**src/rtl/sweep_sequencer.sv**
```systemverilog
`default_nettype none
// +--------------------------------------------------------------------------+
// | sweep_sequencer: frame sequencer, frequency sweep and length control for |
// | the square-channel datapath. Optional macro: LENGTH_COUNTER_EN.          |
// | Revision: 1.0                                                            |
// +--------------------------------------------------------------------------+
module sweep_sequencer #(
  parameter int CLK_DIV  = 16384,
  parameter int PERIOD_W = 11,
  parameter int LEN_W    = 6
) (
  input  logic                clk,
  input  logic                reset,
  input  logic                iTrigger,
  input  logic [PERIOD_W-1:0] iPeriod,
  input  logic [2:0]          iSweep_pace,
  input  logic                iSweep_mode,
  input  logic [2:0]          iSweep_shift,
  input  logic [LEN_W-1:0]    iLength,
  input  logic                iLength_enable,
  output logic [PERIOD_W-1:0] oPeriod,
  output logic                oPeriod_reset,
  output logic                oSweep_clk,
  output logic                oSweep_enable,
  output logic                oSweep_mode,
  output logic [2:0]          oSweep_shift,
  output logic                oChannel_on,
  output logic [2:0]          oStep
);

  localparam int c_cnt_w = $clog2(CLK_DIV);

  typedef enum logic [1:0] {
    S_IDLE  = 2'd0,
    S_RUN   = 2'd1,
    S_CALC  = 2'd2,
    S_PULSE = 2'd3
  } state_t;

  state_t                state_q, state_d;
  logic [c_cnt_w-1:0]    cnt_q, cnt_d;
  logic [2:0]            step_q, step_d;
  logic [PERIOD_W-1:0]   shadow_q, shadow_d;
  logic [2:0]            pace_q, pace_d;
  logic                  mode_q, mode_d;
  logic [2:0]            shift_q, shift_d;
  logic [2:0]            timer_q, timer_d;
  logic                  chan_q, chan_d;
  logic                  prst_q, prst_d;
  logic                  sclk_q, sclk_d;
  logic                  pcnt_q, pcnt_d;

  logic                  w_step_tick;
  logic [2:0]            w_step_nxt;
  logic                  w_sweep_tick;
  logic [PERIOD_W-1:0]   w_delta;
  logic [PERIOD_W:0]     w_next;
  logic                  w_overflow;
  logic                  w_len_off;

  assign w_step_tick  = (cnt_q == c_cnt_w'(CLK_DIV - 1));
  assign w_step_nxt   = step_q + 3'd1;
  assign w_sweep_tick = w_step_tick && (w_step_nxt[1:0] == 2'b10);
  assign w_delta      = shadow_q >> shift_q;
  // Extra MSB carries the add-mode overflow; subtract cannot go below zero.
  assign w_next       = mode_q ? ({1'b0, shadow_q} - {1'b0, w_delta})
                               : ({1'b0, shadow_q} + {1'b0, w_delta});
  assign w_overflow   = !mode_q && w_next[PERIOD_W];

`ifdef LENGTH_COUNTER_EN
  logic [LEN_W:0] len_q, len_d;
  logic           w_len_tick;

  assign w_len_tick = w_step_tick && !w_step_nxt[0];

  always_comb begin
    len_d     = len_q;
    w_len_off = 1'b0;
    if (iTrigger) begin
      len_d = (iLength == '0) ? (LEN_W+1)'(1 << LEN_W) : {1'b0, iLength};
    end else if (w_len_tick && iLength_enable && (len_q != '0)) begin
      len_d     = len_q - (LEN_W+1)'(1);
      w_len_off = (len_q == (LEN_W+1)'(1));
    end
  end

  always_ff @(posedge clk) begin
    if (reset) len_q <= '0;
    else       len_q <= len_d;
  end
`else
  logic unused_len;
  assign unused_len = ^{iLength, iLength_enable};
  assign w_len_off  = 1'b0;
`endif

  always_comb begin
    state_d  = state_q;
    cnt_d    = w_step_tick ? '0 : cnt_q + c_cnt_w'(1);
    step_d   = w_step_tick ? w_step_nxt : step_q;
    shadow_d = shadow_q;
    pace_d   = pace_q;
    mode_d   = mode_q;
    shift_d  = shift_q;
    timer_d  = timer_q;
    chan_d   = chan_q;
    prst_d   = 1'b0;
    sclk_d   = sclk_q;
    pcnt_d   = pcnt_q;

    case (state_q)
      S_RUN: begin
        if (w_sweep_tick && (pace_q != 3'd0)) begin
          if (timer_q == 3'd1) begin
            timer_d = pace_q;
            state_d = S_CALC;
          end else begin
            timer_d = timer_q - 3'd1;
          end
        end
      end
      S_CALC: begin
        if (w_overflow) begin
          chan_d  = 1'b0;
          state_d = S_IDLE;
        end else begin
          shadow_d = w_next[PERIOD_W-1:0];
          state_d  = S_PULSE;
          sclk_d   = 1'b1;
          pcnt_d   = 1'b0;
        end
      end
      S_PULSE: begin
        if (pcnt_q) begin
          sclk_d  = 1'b0;
          state_d = S_RUN;
        end else begin
          pcnt_d = 1'b1;
        end
      end
      default: ;
    endcase

    if (w_len_off) begin
      chan_d  = 1'b0;
      sclk_d  = 1'b0;
      state_d = S_IDLE;
    end

    // A trigger overrides everything, including a sweep update in flight.
    if (iTrigger) begin
      shadow_d = iPeriod;
      pace_d   = iSweep_pace;
      mode_d   = iSweep_mode;
      shift_d  = iSweep_shift;
      timer_d  = iSweep_pace;
      chan_d   = 1'b1;
      prst_d   = 1'b1;
      sclk_d   = 1'b0;
      pcnt_d   = 1'b0;
      state_d  = S_RUN;
    end
  end

  always_ff @(posedge clk) begin
    if (reset) begin
      state_q  <= S_IDLE;
      cnt_q    <= '0;
      step_q   <= '0;
      shadow_q <= '0;
      pace_q   <= '0;
      mode_q   <= 1'b0;
      shift_q  <= '0;
      timer_q  <= '0;
      chan_q   <= 1'b0;
      prst_q   <= 1'b0;
      sclk_q   <= 1'b0;
      pcnt_q   <= 1'b0;
    end else begin
      state_q  <= state_d;
      cnt_q    <= cnt_d;
      step_q   <= step_d;
      shadow_q <= shadow_d;
      pace_q   <= pace_d;
      mode_q   <= mode_d;
      shift_q  <= shift_d;
      timer_q  <= timer_d;
      chan_q   <= chan_d;
      prst_q   <= prst_d;
      sclk_q   <= sclk_d;
      pcnt_q   <= pcnt_d;
    end
  end

  assign oPeriod       = shadow_q;
  assign oPeriod_reset = prst_q;
  assign oSweep_clk    = sclk_q;
  assign oSweep_enable = chan_q && (pace_q != 3'd0);
  assign oSweep_mode   = mode_q;
  assign oSweep_shift  = shift_q;
  assign oChannel_on   = chan_q;
  assign oStep         = step_q;

endmodule
`default_nettype wire

```
**config.mk**
```make
export PLATFORM = sky130hd
export DESIGN_NAME = sweep_sequencer
export DESIGN_NICKNAME = d
export VERILOG_FILES = /design/src/rtl/sweep_sequencer.sv
export SDC_FILE = /design/constraint.sdc
export NUM_CORES = 1
export LEC_CHECK = 0
export ABC_AREA = 1
export BUFFER_PORTS_ARGS = -buffer_cell sky130_fd_sc_hd__buf_2
export CAP_MARGIN = 20
export CORE_UTILIZATION = 36
export CTS_CLUSTER_DIAMETER = 30
export DETAILED_ROUTE_END_ITERATION = 7
export SLEW_MARGIN = 15
export SYNTH_ARGS = -nofsm -noshare
export SYNTH_HDL_FRONTEND = slang
export SYNTH_SLANG_ARGS = --single-unit
```
**constraint.sdc**
```tcl
create_clock -name clk -period 3.35 [get_ports clk]
set_input_delay 0.8375 -clock clk [delete_from_list [all_inputs] [get_ports clk]]
set_output_delay 0.8375 -clock clk [all_outputs]
set_load 0.1 [all_outputs]
```
# After elaboration in Yosys (flattened, before gate mapping)

Index checks and enable logic that the tools add are counted.

Flip-flop bits (word level): 44
Bits in latches: 0
Bits in writable memories: 0
ROM bits: 0
Bits of input ports: 28
Memories: 0

$add $sub $neg: 5
Multiply operators: 0
Divide/modulo/power cells: 0
$lt $le $gt $ge: 0
Eq/ne operators: 14
Shifts and indexed selects: 1
Multiplexer cells: 23
Bitwise operators: 0
Reduce and logical (&&, ||, !) cells: 22

Operator list:

| cell                                                | number |
|---|---|
| 2-to-1 mux 11 bit                                   | 3 |
| adder 14 x 1 -> 14 bit, second input constant       | 1 |
| equality test 14 bit, second input constant         | 1 |
| adder 11 x 11 -> 12 bit                             | 1 |
| 2-to-1 mux 12 bit                                   | 1 |
| 2-to-1 mux 3 bit                                    | 4 |
| subtractor 11 x 11 -> 12 bit                        | 1 |
| right shift 11 x 3 -> 11 bit                        | 1 |
| inequality test 2 bit, second input constant        | 5 |
| nonzero test 2 bit                                  | 5 |
| inequality test 3 bit, second input constant        | 3 |
| 2-to-1 mux 1 bit                                    | 8 |
| 2-to-1 mux 2 bit                                    | 4 |
| AND reduction 2 bit                                 | 4 |
| AND reduction 4 bit                                 | 2 |
| equality test 2 bit, second input constant          | 3 |
| case mux 2 bit (3 select lines)                     | 1 |
| nonzero test 3 bit                                  | 2 |
| logical AND 1 bit                                   | 4 |
| case mux 1 bit (2 select lines)                     | 2 |
| nonzero test 4 bit                                  | 1 |
| OR reduction 2 bit                                  | 2 |
| adder 3 x 1 -> 3 bit, second input constant         | 1 |
| equality test 3 x 1 -> 1 bit, second input constant | 1 |
| 4 further kinds                                     | 4 |

# Longest topological paths before layout

Word-level depth: 7
Gate-level depth with buffers: 29
Mapped depth without buffers: 28

# Least setup slack after synthesis

No wires, ideal clock.

Path type: reg-to-reg
Start point: reg shift_q[0], in the netlist oSweep_shift[0]
End point: reg state_q[1]
Setup time: 0.115 ns
Arrival time: 3.809 ns
Required time: 3.235 ns
Slack: -0.574 ns
Stages on the path, launching flop included: 25
Buffers on the path: 1
Cell sequence: dfxtp_1 > buf_2 > nand2_1 > nand3_1 > nand2_1 > nand2_1 > nand2_1 > ha_1 > nand2_1 > nor2_1 > nand3_1 > nor2_1 > a21oi_1 > xnor2_1 > inv_1 > ha_1 > a21oi_1 > nor2_1 > a211oi_1 > nand3_1 > nand3_2 > nand3_4 > nand2_4 > inv_2 > o21a_1

Longest elaborated chain between the ends: 6
Elaborated cells between the ends (all ways): 7
Classes of those cells: 2 x add/sub; 1 x shift; 3 x mux; 1 x reduce/logical

Ends and longest elaborated chain:

| element                                                                        | RTL line | source |
|---|---|---|
| start, declared                                                                | 46       | `logic [2:0] shift_q, shift_d;` |
| start signal, assigned                                                         | 186      | `shift_q <= shift_d;` |
| right shift 11 x 3 -> 11 bit *                                                 | 64       | `assign w_delta = shadow_q >> shift_q;` |
| adder 11 x 11 -> 12 bit / subtractor 11 x 11 -> 12 bit (equally long branches) | 67, 66   |  |
| 2-to-1 mux 12 bit *                                                            | 66       | `assign w_next = mode_q ? ({1'b0, shadow_q} - {1'b0, w_delta})` |
| logical AND 1 bit *                                                            | 68       | `assign w_overflow = !mode_q && w_next[PERIOD_W];` |
| 2-to-1 mux 2 bit *                                                             | 123      | `if (w_overflow) begin` |
| case mux 2 bit (3 select lines) *                                              | 111      | `case (state_q)` |
| end signal, assigned                                                           | 180      | `state_q <= state_d;` |
| end, declared                                                                  | 40       | `state_t state_q, state_d;` |

Every way passes the cells marked *; elsewhere a longest branch is shown, timed or not.
A chain may end at the register's enable or synchronous reset.

# Final worst setup path

Start point: reg shift_q[0], in the netlist oSweep_shift[0]
End point: reg shadow_q[10], in the netlist oPeriod[10]

Longest elaborated chain between the ends: 6
Elaborated cells between the ends (all ways): 10
Classes of those cells: 2 x add/sub; 1 x eq/ne; 1 x shift; 4 x mux; 2 x reduce/logical

Ends and longest elaborated chain:

| element                                                                        | RTL line | source |
|---|---|---|
| right shift 11 x 3 -> 11 bit *                                                 | 64       |  |
| adder 11 x 11 -> 12 bit / subtractor 11 x 11 -> 12 bit (equally long branches) | 67, 66   |  |
| 2-to-1 mux 12 bit *                                                            | 66       |  |
| 2-to-1 mux 11 bit / logical AND 1 bit (equally long branches)                  | 123, 68  |  |
| 2-to-1 mux 11 bit / inequality test 2 bit (equally long branches)              | n/a      |  |
| 2-to-1 mux 11 bit / AND reduction 2 bit (equally long branches)                | n/a      |  |
| end signal, assigned                                                           | 183      | `shadow_q <= shadow_d;` |
| end, declared                                                                  | 43       | `logic [PERIOD_W-1:0] shadow_q, shadow_d;` |

Every way passes the cells marked *; elsewhere a longest branch is shown, timed or not. The select of a mux whose other input is x is not followed.

==> impl_metrics.json <==
{
  "clk_pin_slew_worst_paths_ns": 0.09,
  "switchingPower_uw": 720.8,
  "layoutNonFillerInstCount": 670,
  "wl_per_cell_um": 13.12,
  "clock_latency_ns": 0.30,
  "dpl.cell_count": 651,
  "syn2layout_area_growth_pct": 31.95,
  "root_buffer": "clkbuf_8",
  "grt_use_total_pct": 19.97,
  "drt-initial-drc-count": 135,
  "combPwrFrac_pct": 43.7,
  "routed_via_density": 4.978,
  "grt_pass1_wl_mm": 14.05,
  "hold_viol_final": 0,
  "power_frac_seq_pct": 31.4,
  "globalplace.congestion": 0.9108,
  "wl_met2_mm": 4.153,
  "core_sq_mm": 0.008299,
  "crit_chain": "buf_4 > buf_4 > nand2_1 > nand3_2 > nand2_1 > nand2_1 > nand2_1 > buf_4 > nand3_2 > nor2_4 > nor2_1 > xnor2_1 > inv_1 > ha_1 > nand2_1 > nor2_4 > nand3_2 > nand3_2 > inv_1 > nand2_2 > nand4_1 > buf_4 > nand3_2 > a21oi_1",
  "syn_inst": 484,
  "p_total_mw": 1.849,
  "post-route-min-period_ns": 3.379,
  "swShare_pct": 38.99,
  "die_y_um": 94.88,
  "drc": 0,
  "synth_ff_type": "dfxtp_1",
  "ios": 50,
  "rows": 33,
  "async_flop_share_pct": 0,
  "antenna_found_initial": 0,
  "drive_gt1_share_pct": 29.56,
  "hold_path_class": "reg -> reg",
  "violations": "setup timing",
  "synth_seq_cells": 44,
  "slowest_stage": "dfxtp_4",
  "met1Wirelength_mm": 4.158,
  "p_int_mw": 1.128,
  "yosysWarnings": 0,
  "place_area_sq_mm": 0.003677,
  "design_area_sq_mm": 0.004098,
  "yosys.cell_types.count": 38,
  "drtAntennaViolNets": 0,
  "drv_slew": 0,
  "path_class": "reg -> reg",
  "grt_pass1_vias": 3085,
  "cts.sinks": 44,
  "via_count": 3335,
  "finClkSkew_ns": 0.01296,
  "grt_setup_unrepaired": "yes",
  "final_nets": 610,
  "top_layer": "met4",
  "synth_seq_area_share_pct": 28.36,
  "share_clk_of_total_power_pct": 24.9,
  "syn_avg_cell_area_sq_um": 6.416,
  "syn_area_sq_mm": 0.003105,
  "crit_fanout": 6,
  "grt-ovfl-total": 0,
  "diodes": 0,
  "htree_levels": 2,
  "dp_hpwl_mm": 6.616,
  "cts-buffers-inserted": 5,
  "setup_violations": 3,
  "port_buffers": 42,
  "cts_tree": "built",
  "cts_buffer_depth": 2,
  "drt-pass1-iter-count": 4,
  "end_kind": "flop",
  "grt_max_degree": 17,
  "hold_buffers": 0,
  "fmax_mhz": 295.9,
  "start_kind": "flop",
  "fin_crit_sh_pct": 100.9,
  "wl_met3_um": 407,
  "initial_core_util_pct": 37.42,
  "synth-edff-count": 0,
  "dieWidth_um": 94.88,
  "worst_ep_arrival_time_ns": 3.55,
  "die_area_sq_mm": 0.009002,
  "slew_headroom_pct": 67.44,
  "p_per_area_mw_per_mm2": 451.2,
  "fin_ws_ns": -0.02915,
  "routed_wl_mm": 8.790,
  "tightest_slew_ns": 0.4879,
  "p_leak_nw": 2.006,
  "cap_violations": 0,
  "ir_worst_vdd_v": 0.0002443,
  "critPathRequiredTime_ns": 3.52,
  "cpPeakStageDelay_ns": 0.41,
  "outcome": "complete, but fails checks",
  "syn_nets": 530
}
[worst max-delay path: cells and delay by family (launching register included)]
kind                       cells  cell delay (ns)
and+or+nand+nor               15             1.50
AOI/OAI and AO/OA              1             0.06
buffers and inverters          6             0.73
xor gates and xnor gates       1             0.15
adders and majority gates      1             0.38
DFF                            1             0.41
[what timing repair did]
item                       4_1_cts  5_1_grt
resized for setup               10       50
setup buffers                    2        8
pin swaps                        4       29
setup endpoints to repair       13       16
gates cloned                     0        1
[registers in the layout (all words and copies together), names as in the netlist]
register	count
cnt_q	14
oChannel_on	1
oPeriod	11
oPeriod_reset	1
oStep	3
oSweep_clk	1
oSweep_mode	1
oSweep_shift	3
pace_q	3
pcnt_q	1
state_q	2
timer_q	3
[routing by layer]
metal  vias to the layer above  GRT usage (%)
met5                         -              0
met4                         0          3.914
met3                         7          2.818
met2                        76          33.63
met1                      1522          27.08
li1                       1730              -
[cell type report]
class | count | area [sq um]
Clock buffer | 7 | 97.59
Clock inverter | 1 | 30.03
Fill cell | 874 | 4202
Inverter | 60 | 235.2
Multi-Input combinational cell | 366 | 2133
Sequential cell | 44 | 905.9
Tap cell | 105 | 131.4
Timing Repair Buffer | 86 | 555.5
Timing Repair inverter | 1 | 8.758
[final timing paths]
check / to / slack [ns] / start / cells past startpoint
worst max-delay path: oPeriod[10]$_SDFFE_PP0P_ / -0.03 / oSweep_shift[0]$_SDFFE_PP0P_ / 24
worst min-delay path: cnt_q[0]$_SDFF_PP0_ / 0.46 / cnt_q[0]$_SDFF_PP0_ / 1
worst max register to register: oPeriod[10]$_SDFFE_PP0P_ / -0.03 / oSweep_shift[0]$_SDFFE_PP0P_ / 24
worst min register to register: cnt_q[0]$_SDFF_PP0_ / 0.46 / cnt_q[0]$_SDFF_PP0_ / 1
[kinds of logic (layout without fill, tap and decap cells)]
kind of cell             count (synthesis)  count (layout)  share of synthesized area [%]
adder cells (fa/ha/maj)                 18              18                          7.494
XOR/XNOR                                20              20                          5.641
AND/OR/NAND/NOR                        269             269                          38.44
buffers and inverters                   74             155                          9.387
AO/OA/AOI/OAI                           59              59                          10.68
flip-flops                              44              44                          28.36
[synth_stat cells, drive strengths merged, types with 6 or more instances]
cell,count,area (sq um)
nand2,135,519.3
nand3,66,352.8
inv,58,217.7
nor2,52,207.7
dfxtp,44,880.8
a21oi,23,115.1
o21ai,20,103.9
ha,17,212.7
xor2,12,105.1
clkbuf,8,30.03
xnor2,8,70.07
buf,6,36.28
[power groups by stage]
stage	Clock [mW]	Sequential [mW]	Combinational, mW
floorplan	0	0.689	0.419
global placement	0	0.589	0.699
detailed placement	0	0.590	0.708
CTS	0.471	0.579	0.734
global route	0.485	0.586	0.884
finish	0.460	0.581	0.807
[cell usage in the layout (no fill, tap or decap), types with 5 or more instances in the layout]
cell type | Yosys | layout
nand2_1 | 132 | 114
inv_1 | 54 | 54
nand3_1 | 63 | 53
nor2_1 | 49 | 44
buf_2 | 5 | 42
buf_4 | 0 | 40
dfxtp_1 | 44 | 30
a21oi_1 | 23 | 21
o21ai_0 | 19 | 17
nand2_2 | 2 | 16
ha_1 | 17 | 14
nand3_2 | 2 | 12
xor2_1 | 12 | 12
dfxtp_2 | 0 | 11
xnor2_1 | 8 | 8
nand2_4 | 1 | 5
clkbuf_8 | 0 | 5
[through the flow]
step	utilization (%)	setup TNS, ns	hold slack (ns)	worst slack (ns)
final	49.37	-0.05747	0.4584	-0.02915
after global routing	49.37	-3.278	0.5099	-0.2644
after CTS	46.60	-0.006654	0.4594	-0.006654
after detailed placement	44.31	-0.5538	0.4375	-0.08842
after global placement	44.31	-0.1661	0.4321	-0.05241
after floorplan	-	0	0.4175	0.03634
(Power assumes the default switching activity.)
